### config.mk
export PLATFORM = sky130hd
export DESIGN_NAME = mem_access_unit
export DESIGN_NICKNAME = d
export VERILOG_FILES = /design/src/rtl/mem_access_unit.sv
export SDC_FILE = /design/constraint.sdc
export NUM_CORES = 1
export LEC_CHECK = 0
export BUFFER_PORTS_ARGS = -buffer_cell sky130_fd_sc_hd__buf_2
export CORE_MARGIN = 2
export CORE_UTILIZATION = 53
export CTS_CLUSTER_DIAMETER = 150
export CTS_CLUSTER_SIZE = 12
export DETAILED_ROUTE_END_ITERATION = 10
export PLACE_DENSITY = 0.9
export RECOVER_POWER = 25
export SETUP_SLACK_MARGIN = 0.15
export SLEW_MARGIN = 20
export SYNTH_ARGS = -nofsm -noshare
export SYNTH_HDL_FRONTEND = slang
export SYNTH_SLANG_ARGS = --single-unit
### constraint.sdc
create_clock -name clk -period 2.7 [get_ports clk]
set_input_delay 0.405 -clock clk [delete_from_list [all_inputs] [get_ports clk]]
set_output_delay 0.405 -clock clk [all_outputs]
set_load 0.05 [all_outputs]
### src/rtl/mem_access_unit.sv
// Load/store sequencer sitting between a processor port and a single-ported
// word memory with combinational read. Sub-word stores use read-modify-write.
//
//   state  | meaning
//   IDLE   | ready for a request
//   LOAD   | read the word, capture the extended lane into rdata
//   RMW_RD | read the word, merge the store lane into it
//   WRITE  | one-cycle write strobe to memory
//   FIN    | successful completion pulse
//   ERR    | error completion pulse, no memory access
module mem_access_unit #(
  parameter int DEPTH = 100
) (
  input  logic        clk,
  input  logic        reset,
  input  logic        req_valid,
  input  logic [2:0]  req_op,
  input  logic [31:0] req_addr,
  input  logic [31:0] req_wdata,
  output logic        req_ready,
  output logic        done,
  output logic        err,
  output logic [31:0] rdata,
  output logic        mem_we,
  output logic [31:0] mem_a,
  output logic [31:0] mem_wd,
  input  logic [31:0] mem_rd
);

  localparam logic [2:0] OP_LW  = 3'd0;
  localparam logic [2:0] OP_LH  = 3'd1;
  localparam logic [2:0] OP_LHU = 3'd2;
  localparam logic [2:0] OP_LB  = 3'd3;
  localparam logic [2:0] OP_LBU = 3'd4;
  localparam logic [2:0] OP_SW  = 3'd5;
  localparam logic [2:0] OP_SH  = 3'd6;
  localparam logic [2:0] OP_SB  = 3'd7;

  localparam logic [31:0] DEPTH_W = 32'(DEPTH);

  typedef enum logic [2:0] {
    IDLE, LOAD, RMW_RD, WRITE, FIN, ERR
  } state_t;

  state_t      state, state_n;
  logic [2:0]  op_q;
  logic [31:0] addr_q;
  logic [31:0] wdata_q;
  logic [31:0] merge_q;
  logic [31:0] mem_a_hold;
  logic [31:0] load_val;
  logic [31:0] merge_val;
  logic [7:0]  byte_sel;
  logic [15:0] half_sel;
  logic        acc_err;
  logic        busy_mem;

  // Request legality: alignment for the access size, and word index in range.
  always_comb begin
    acc_err = 1'b0;
    case (req_op)
      OP_LW, OP_SW:         acc_err = (req_addr[1:0] != 2'b00);
      OP_LH, OP_LHU, OP_SH: acc_err = req_addr[0];
      default:              acc_err = 1'b0;
    endcase
    if ({2'b00, req_addr[31:2]} >= DEPTH_W) acc_err = 1'b1;
  end

  // Lane extraction for loads and lane merge for sub-word stores.
  always_comb begin
    byte_sel  = mem_rd[{addr_q[1:0], 3'b000} +: 8];
    half_sel  = addr_q[1] ? mem_rd[31:16] : mem_rd[15:0];
    load_val  = mem_rd;
    merge_val = mem_rd;
    case (op_q)
      OP_LH:   load_val = {{16{half_sel[15]}}, half_sel};
      OP_LHU:  load_val = {16'h0000, half_sel};
      OP_LB:   load_val = {{24{byte_sel[7]}}, byte_sel};
      OP_LBU:  load_val = {24'h000000, byte_sel};
      default: load_val = mem_rd;
    endcase
    if (op_q == OP_SH) begin
      if (addr_q[1]) merge_val[31:16] = wdata_q[15:0];
      else           merge_val[15:0]  = wdata_q[15:0];
    end else begin
      merge_val[{addr_q[1:0], 3'b000} +: 8] = wdata_q[7:0];
    end
  end

  // Next-state and control outputs.
  always_comb begin
    state_n   = state;
    req_ready = 1'b0;
    done      = 1'b0;
    err       = 1'b0;
    mem_we    = 1'b0;
    mem_wd    = 32'h0;
    case (state)
      IDLE: begin
        req_ready = 1'b1;
        if (req_valid) begin
          if (acc_err) begin
            state_n = ERR;
          end else begin
            case (req_op)
              OP_SW:        state_n = WRITE;
              OP_SH, OP_SB: state_n = RMW_RD;
              default:      state_n = LOAD;
            endcase
          end
        end
      end
      LOAD:   state_n = FIN;
      RMW_RD: state_n = WRITE;
      WRITE: begin
        mem_we  = 1'b1;
        mem_wd  = (op_q == OP_SW) ? wdata_q : merge_q;
        state_n = FIN;
      end
      FIN: begin
        done    = 1'b1;
        state_n = IDLE;
      end
      ERR: begin
        done    = 1'b1;
        err     = 1'b1;
        state_n = IDLE;
      end
      default: state_n = IDLE;
    endcase
  end

  // Memory address: live word index while accessing, last index otherwise.
  always_comb begin
    busy_mem = (state == LOAD) || (state == RMW_RD) || (state == WRITE);
    mem_a    = busy_mem ? {2'b00, addr_q[31:2]} : mem_a_hold;
  end

  // State register.
  always_ff @(posedge clk) begin
    if (reset) state <= IDLE;
    else       state <= state_n;
  end

  // Request latches, load result, merged store word and held address.
  always_ff @(posedge clk) begin
    if (reset) begin
      op_q       <= 3'd0;
      addr_q     <= 32'h0;
      wdata_q    <= 32'h0;
      merge_q    <= 32'h0;
      rdata      <= 32'h0;
      mem_a_hold <= 32'h0;
    end else begin
      if (state == IDLE && req_valid) begin
        op_q    <= req_op;
        addr_q  <= req_addr;
        wdata_q <= req_wdata;
      end
      if (busy_mem) mem_a_hold <= {2'b00, addr_q[31:2]};
      if (state == LOAD) rdata <= load_val;
      if (state == RMW_RD) merge_q <= merge_val;
    end
  end

endmodule

[After elaboration in Yosys (flattened, before gate mapping)]
Index checks and enable logic that the tools add are counted.
Storage, ports and cells
  bits in writable memories: 0
  memories kept: 0
  ROM bits: 0
  logic and storage cells: 59
  output and inout bits: 100
  register bits after elaboration: 166
  latch bits: 0
Cells by class
  multiply operators: 0
  div/mod/pow operators: 0
  add/subtract/negate cells: 1
  shifts and indexed selects: 3
  equality and inequality tests: 17
  bitwise gates (word level): 0
  reduce and logical (&&, ||, !) cells: 11
  muxes and demuxes: 19
  order comparisons: 1
Operators with widths (number)
  2-to-1 mux 32 bit: 4
  one-hot mux 32 bit (4 select lines): 1
  2-to-1 mux 16 bit: 3
  bitwise mux 32 bit: 1
  variable shift 8 x 7 -> 32 bit, first input constant: 1
  indexed part select 32 x 6 -> 8 bit: 1
  indexed part select 8 x 7 -> 32 bit: 1
  greater-or-equal comparator 30 x 7 -> 1 bit, second input constant: 1
  equality test 3 bit, second input constant: 8
  equality test 3 x 2 -> 1 bit, second input constant: 5
  equality test 3 x 1 -> 1 bit, second input constant: 3
  one-hot mux 3 bit (3 select lines): 1
  OR reduction 2 bit: 4
  negation 5 -> 7 bit: 1
  zero test 3 bit: 2
  2-to-1 mux 3 bit: 2
  2-to-1 mux 1 bit: 5
  one-hot mux 2 bit (2 select lines): 1
  OR reduction 3 bit: 1
  logical OR 1 bit: 2
  != test 2 bit, second input constant: 1
  one-hot mux 1 bit (2 select lines): 1
  nonzero test 2 bit: 1
  logical AND 1 bit: 1

[Logic depth before layout (Yosys ltp)]
Gate-level depths: netlist of the first run.
  depth in word-level cells: 7
  depth in mapped cells: 8
  gate-level depth less buffers: 6

[Worst setup path after synthesis of the first run]
Ideal clock, no wire load.
  kind: reg2reg
  from: reg state[0]
  to: reg addr_q[10]
  data required time: 2.568 ns
  library setup time: 0.132 ns
  stages on the path, launching flop included: 8
  arrival time: 2.376 ns
  buffers on the path: 3
  period minus slack after synthesis: 2.508 ns
  setup slack: 0.192 ns
  path through: dfxtp_1 buf_2 nor3_1 nand2_1 buf_2 clkbuf_1 nand2_1 a21oi_1
On the way
  word-level cells in the longest chain between the ends: 2
RTL lines
  start: declaration: RTL line 45  | state_t state, state_n;
  start signal: assignment: RTL line 142  | else state <= state_n;
  zero test 3 bit: RTL line 155  | if (state == IDLE && req_valid) begin
  logical AND 1 bit: RTL line 155
  end signal: assignment: RTL line 157  | addr_q <= req_addr;
  end: declaration: RTL line 47  | logic [31:0] addr_q;
No other way between the ends.
A chain may end at the register's enable or synchronous reset.

[Worst setup path after layout of the first run]
  from: reg op_q[2]
  to: out mem_wd[9]
On the way
  word-level cells in the longest chain between the ends: 3
RTL lines
  start: declaration: RTL line 46  | logic [2:0] op_q;
  start signal: assignment: RTL line 156  | op_q <= req_op;
  equality test 3 bit: RTL line 117  | mem_wd = (op_q == OP_SW) ? wdata_q : merge_q;
  2-to-1 mux 32 bit: RTL line 117
  2-to-1 mux 32 bit: RTL line 98  | case (state)
  end: declaration: RTL line 26  | output logic [31:0] mem_wd,
No other way between the ends.

==> results_dict.tcl, run 1 <==
set metrics [dict create \
    die_w_um 125 \
    grt_pass1_vias 6967 \
    worst_ep_arrival_time_ns 2.04 \
    coreArea_mm2 0.0144 \
    syn_area_mm2 0.00775 \
    drc 0 \
    worstSetupPathType "flip-flop to output pin" \
    hold_path_startpoint "req_addr[2]" \
    drtPass1Iterations 6 \
    place_congestion 0.984 \
    ys_types 48 \
    powerDensity_mw_per_mm2 644 \
    ys_ff_latch 166 \
    crit_fanout 32 \
    fin_ws_ns 0.251 \
    fin_nets 1199 \
    status "complete, no violations" \
    antenna_found_initial 3 \
    r2r_start "addr_q[1]" \
    relSlewSlack 0.447 \
    holdCritPathClass "input pin to flip-flop" \
    pin_count 202 \
    post-route-period-util 0.907 \
    gr-usage-all-layers 0.282 \
    first_iter_violations 734 \
    crit_start "op_q[2]" \
    crit_path_start_kind "flip-flop" \
    vias 7600 \
    cap_violations 0 \
    ctsHoldBuffers 0 \
    post_cts_buffers 0 \
    overflow 0 \
    worstMarginPinSlew_ns 0.829 \
    grt_pass1_wl_um 35300 \
    synth_edf_count 0 \
    finalSetupTns_ns 0 \
    portBuffers 201 \
    setup_viol_count_final 0 \
    leakage_nw 3.72 \
    drive_above_1_share 0.258 \
    synth_ff_type "dfxtp_1" \
    place_ws_ns 0.538 \
    endpoint_kind "output pin" \
    path_clk_slew_ns 0.07 \
    cts_buffers 17 \
    wl_um 22700 \
    cts_max_level 4 \
    rows 44 \
    rsz0062_at_grt "false" \
    grt_max_degree 60 \
    vdd_drop_max_uv 457 \
    worstPathRequired_ns 2.30 \
    die_area_mm2 0.0156 \
    yosysSeqAreaShare 0.429 \
    finalMaxSlewViolations 0 \
    die_h_um 125 \
    layout_commonest_cell "nand2_1" \
    cts.sinks 166 \
    clock_path_buffers 2 \
    layout_common_cells "nand2_1 (231), buf_2 (164), dfxtp_1 (162)" \
    post-route-min-period_ns 2.45 \
    root_buffer "clkbuf_16" \
    n_fill_cell 1213 \
    post_drt_wl_per_cell_um 17.6 \
    cts_tree "yes" \
    skew_ns 0.0103 \
    synth_warnings 0 \
    start_util 0.537 \
    ant_nets 0 \
    syn_area_per_cell_um2 8.33 \
    viasPerCell 5.89 \
    worstSkewPairLatency_ns 0.43 \
    synthCells 930 \
    syn2layout_area_growth_pct 21.6 \
    fmax_ghz 0.408 \
    synthArstFlopShare 0 \
    place.detailed.hpwl_um 16200 \
    hold_viol 0 \
    syn_nets 1037 \
]
[power by group]
part | internal, W | switching, W | leakage [nW]
registers | 0.00256 | 0.0000988 | 1.35
logic | 0.000300 | 0.000633 | 2.08
clock network | 0.00141 | 0.00106 | 0.293
[flip-flops by register name (all words and copies together) (netlist names)]
register	count
addr_q	32
mem_a_hold	32
merge_q	32
rdata	32
wdata_q	32
op_q	3
state	3
[path summary, 6_finish.rpt]
kind,end,slack [ns],cells after the start
max,mem_wd[9],0.25,6
min,addr_q[2],0.20,3
max reg2reg,merge_q[27],0.51,7
min reg2reg,addr_q[2],0.45,2
[synthesized netlist by cell type (2+ instances only)]
master    number  area (µm²)
nor3_1        29         145
buf_6          2        22.5
mux2_2        46         518
a211oi_1      24         180
buf_4          5        37.5
mux2i_2        2        27.5
dfxtp_1      166        3320
ha_1           5        62.6
nor4_1         6        37.5
a221oi_1      39         342
nand3b_1       4        30.0
nand3_1        2        10.0
o31ai_4        2        42.5
a21oi_2        2        17.5
o21ai_0        9        45.0
o21a_1         2        15.0
nand2b_1       4        25.0
a221oi_2       8         120
buf_2         25         125
or3b_1         2        17.5
o21bai_1       2        15.0
clkbuf_1      45         169
xnor2_1        2        17.5
mux2i_1       17         170
and2_1         4        25.0
nor2b_1       33         206
a21oi_1      118         591
inv_1          8        30.0
nor2_1        52         195
a211o_1       16         140
nand2_1      232         871
[layout make-up]
cell class	count	area, µm²	area share
antenna	2	5.00	0.000531
clock buffer	18	439	0.0466
clock inverter	14	160	0.0170
inverter	8	30.0	0.00319
multi-input combinational	679	4070	0.432
sequential	166	3330	0.353
tap	184	230	0.0244
timing repair buffer	220	1160	0.123
[logic make-up (layout without fill, tap and decap cells)]
family | count (synthesis) | after routing | share of synthesized area
other | 0 | 2 | 0
AOI/OAI and AO/OA | 229 | 229 | 0.204
muxes | 66 | 66 | 0.0953
and+or+nand+nor | 377 | 377 | 0.212
DFF | 166 | 166 | 0.429
adders and majority gates | 5 | 5 | 0.00807
xor gates and xnor gates | 2 | 2 | 0.00226
buffers and inverters | 85 | 260 | 0.0496
[worst max-delay path, cell delays in order (launching register included)]
cell and delay [ns]:
dfxtp_2 0.42, inv_1 0.15, nor3b_4 0.23, buf_8 0.24
nand2_1 0.09, a21oi_1 0.18, buf_2 0.29
[stage by stage]
stage | utilization | cell area, µm² | std cells | hold WS, ns | total power, W
6_report | 0.653 | 9420 | 1291 | 0.204 | 0.00606
5_1_grt | 0.653 | 9420 | 1291 | 0.206 | 0.00627
4_1_cts | 0.655 | 9450 | 1289 | 0.196 | 0.00607
3_5_place_dp | 0.613 | 8840 | 1257 | 0.444 | 0.00364
3_3_place_gp | 0.613 | 8840 | 1257 | 0.441 | 0.00362
2_1_floorplan | - | 7750 | 930 | 0.434 | 0.00334
[timing repair]
action / 4_1_cts / 5_1_grt
endpoints found under the hold margin: 0 / 0
gates resized for setup: 4 / 5
setup endpoints to repair: 32 / 59
cloned: 0 / 0
[routing by layer]
layer	GRT usage	wire [µm]
met1	0.355	9180
met2	0.452	10500
met3	0.0816	2390
met4	0.122	657
met5	0	13
(Power assumes the default switching activity.)
==> inputs of run 2 (changes only) <==
--- a/config.mk
+++ b/config.mk
@@ -5,9 +5,10 @@
 export SDC_FILE = /design/constraint.sdc
 export NUM_CORES = 1
 export LEC_CHECK = 0
+export ABC_AREA = 1
 export BUFFER_PORTS_ARGS = -buffer_cell sky130_fd_sc_hd__buf_2
 export CORE_MARGIN = 2
-export CORE_UTILIZATION = 53
+export CORE_UTILIZATION = 54
 export CTS_CLUSTER_DIAMETER = 150
 export CTS_CLUSTER_SIZE = 12
 export DETAILED_ROUTE_END_ITERATION = 10
==> constraint.sdc (replaced) <==
create_clock -name clk -period 2.66 [get_ports clk]
set_input_delay 0.399 -clock clk [delete_from_list [all_inputs] [get_ports clk]]
set_output_delay 0.399 -clock clk [all_outputs]
set_load 0.05 [all_outputs]
==> run 2 against run 1 <==
Final area is 6.1% higher; largest cell class unchanged; first-iteration DRC count grew 28%; via count is 21% higher; largest power group unchanged; critical path depth up 2; highest routed layer is now met4; area after synthesis rose by 7.5%; power grew 33%; critical path type unchanged.
==> results_dict.tcl, run 2 <==
set metrics [dict create \
    gr-usage-all-layers 0.312 \
    drc 0 \
    worstMarginPinSlew_ns 0.864 \
    crit_fanout 24 \
    first_iter_violations 939 \
    post_drt_wl_per_cell_um 16.7 \
    layout_common_cells "nand2_1 (194), buf_2 (167), dfxtp_1 (165)" \
    die_w_um 128 \
    drive_above_1_share 0.191 \
    yosys.area.top_type "dfxtp_1" \
    drtPass1Iterations 5 \
    leakage_nw 4.48 \
    rsz0062_at_grt "false" \
    pin_count 202 \
    syn_area_mm2 0.00833 \
    path_clk_slew_ns 0.07 \
    p_sw_frac 0.414 \
    synth-compound-area-share 0.248 \
    reg2regPathDepth 7 \
    finalSetupTns_ns 0 \
    finalMaxSlewViolations 0 \
    crit_path_start_kind "flip-flop" \
    power_w 0.00805 \
    grt_max_degree 86 \
    clock_path_buffers 2 \
    synthArstFlopShare 0 \
    ys_types 31 \
    viasPerCell 5.78 \
    syn_nets 1346 \
    setup_viol_count_final 0 \
    regArea_mm2 0.00332 \
    worst_ep_arrival_time_ns 2.07 \
    synth_edf_count 0 \
    overflow 0 \
    reg2reg_setup_slack_ns 0.51 \
    post-route-min-period_ns 2.47 \
    endpoint "mem_wd[9]" \
    antenna_found_initial 1 \
    n_fill_cell 1298 \
    cts_tree "yes" \
    layout_commonest_cell "nand2_1" \
    crit_start "state[0]" \
    ant_nets 0 \
    r2r_end "rdata[18]" \
    fin_nets 1493 \
    synth_top_family_by_area "compound AO/OA/AOI/OAI gates" \
    ys_top_cells_by_count "nand2_1 (196), dfxtp_1 (166), inv_1 (127)" \
    relSlewSlack 0.424 \
    endpoint_kind "output pin" \
    worstPathRequired_ns 2.26 \
    power.switching_w 0.00334 \
    synth_warnings 0 \
    die_h_um 128 \
    coreArea_mm2 0.0151 \
    grt_pass1_wl_um 40800 \
    syn_area_per_cell_um2 6.72 \
    grt_pass1_vias 8112 \
    synthMostInstantiatedCell "nand2_1" \
    root_buffer "clkbuf_16" \
    fmax_ghz 0.405 \
    vias 9187 \
    ys_ff_latch 166 \
    place.detailed.hpwl_um 18700 \
    multi_input_area_mm2 0.00417 \
    yosysSeqAreaShare 0.399 \
    synth_xor_area_frac 0 \
    internal_power_w 0.00471 \
    p_seq_frac 0.362 \
    cts_buffers 17 \
    powerDensity_mw_per_mm2 805 \
    holdWs_ns 0.237 \
    wl_um 26600 \
    cts.sinks 166 \
    holdCritPathClass "input pin to flip-flop" \
    synthCells 1239 \
    place_ws_ns 0.543 \
    combPwrFrac 0.339 \
    synth_fa_ha_area_frac 0.00751 \
    vdd_drop_max_uv 502 \
    synth_ff_type "dfxtp_1" \
    skew_ns 0.00986 \
    fin_ws_ns 0.191 \
    synth_simple_gate_area_frac 0.238 \
    die_area_mm2 0.0164 \
    post-route-period-util 0.928 \
    ys_top_cells_by_area "dfxtp_1 (40%), nand2_1 (8.8%), a21oi_1 (7.1%)" \
    synth.top_cell.area_share 0.399 \
    muxShareOfSynthArea 0 \
    status "complete, no violations" \
    cts_max_level 4 \
    dp.cells 1554 \
    worstSetupPathType "flip-flop to output pin" \
    cap_violations 0 \
    hold_viol 0 \
    instances_no_fill 1589 \
    start_util 0.550 \
    r2r_start "addr_q[1]" \
    pwr-share-clk 0.299 \
    syn2layout_area_growth_pct 19.9 \
    rows 45 \
    worstSkewPairLatency_ns 0.43 \
    portBuffers 201 \
    place_congestion 0.997 \
]
-- run 2: changes by cell type after synthesis, moves of 31 or more --
cell | previous run | this run
inv_1 | 8 | 127
o21ai_0 | 9 | 116
nand3_1 | 2 | 98
nor2_1 | 52 | 122
o21ai_1 | 0 | 50
mux2_2 | 46 | 0
a221oi_1 | 39 | 0
nand2_1 | 232 | 196
nor2b_1 | 33 | 0
o211ai_1 | 1 | 32
-- run 2: kinds of logic after synthesis --
family,count (synthesis)
flops,166
fa+ha+maj,5
compound gates,377
simple gates,460
buf+inv,231
-- run 2: how the worst min path moves through the flow --
stage / depth (start not counted) / slack [ns] / to / start
after detailed placement: 2 / 0.44 / mem_a_hold[31] / mem_a_hold[31]
after CTS: 3 / 0.23 / addr_q[2] / req_addr[2]
final: 3 / 0.24 / wdata_q[16] / req_wdata[16]
after floorplan: 2 / 0.42 / mem_a_hold[30] / mem_a_hold[30]
after global placement: 2 / 0.43 / mem_a_hold[31] / mem_a_hold[31]
after global routing: 3 / 0.24 / wdata_q[30] / req_wdata[30]
-- run 2: per-layer routing --
layer	wire length (µm)	up-vias	global-route usage
met3	2280	91	0.0689
met4	1120	0	0.148
li1	-	4408	-
met5	0	-	0
met1	10900	4171	0.403
met2	12200	517	0.496
-- run 2: worst max-delay path: stages, from the launching register on --
cell     delay (ns)
dfxtp_1        0.32
inv_1          0.06
nor2_1         0.12
inv_2          0.06
nor2_1         0.18
buf_6          0.23
o21ai_0        0.12
a21oi_1        0.20
buf_2          0.34
-- run 2: power by group through the flow --
stage	logic [W]	registers, W	clock network (W)
CTS	0.00272	0.00291	0.00241
detailed placement	0.00270	0.00296	0
finish	0.00273	0.00291	0.00241
global placement	0.00265	0.00295	0
floorplan	0.00179	0.00321	0
global route	0.00295	0.00294	0.00253
-- run 2: layout make-up --
type / count / share of cell area
tap: 188 / 0.0235
clock inverter: 14 / 0.0138
sequential: 166 / 0.333
clock buffer: 18 / 0.0439
multi-input combinational: 842 / 0.417
antenna: 2 / 0.000501
inverter: 139 / 0.0530
timing repair buffer: 219 / 0.115
timing repair inverter: 1 / 0.000626
-- run 2: what timing repair did --
item | in CTS | in global routing
buffers inserted | 0 | 0
pin swaps | 0 | 1
gates resized for setup | 2 | 11
setup endpoints to repair | 9 | 21
gates cloned | 0 | 1
hold buffers | 0 | 0
-- run 2: metrics by stage --
| step | util | area [µm²] |
|---|---|---|
| after floorplan | - | 8370 |
| after global placement | 0.622 | 9420 |
| after detailed placement | 0.622 | 9420 |
| after CTS | 0.660 | 10000 |
| after global routing | 0.660 | 9990 |
| final | 0.660 | 9990 |
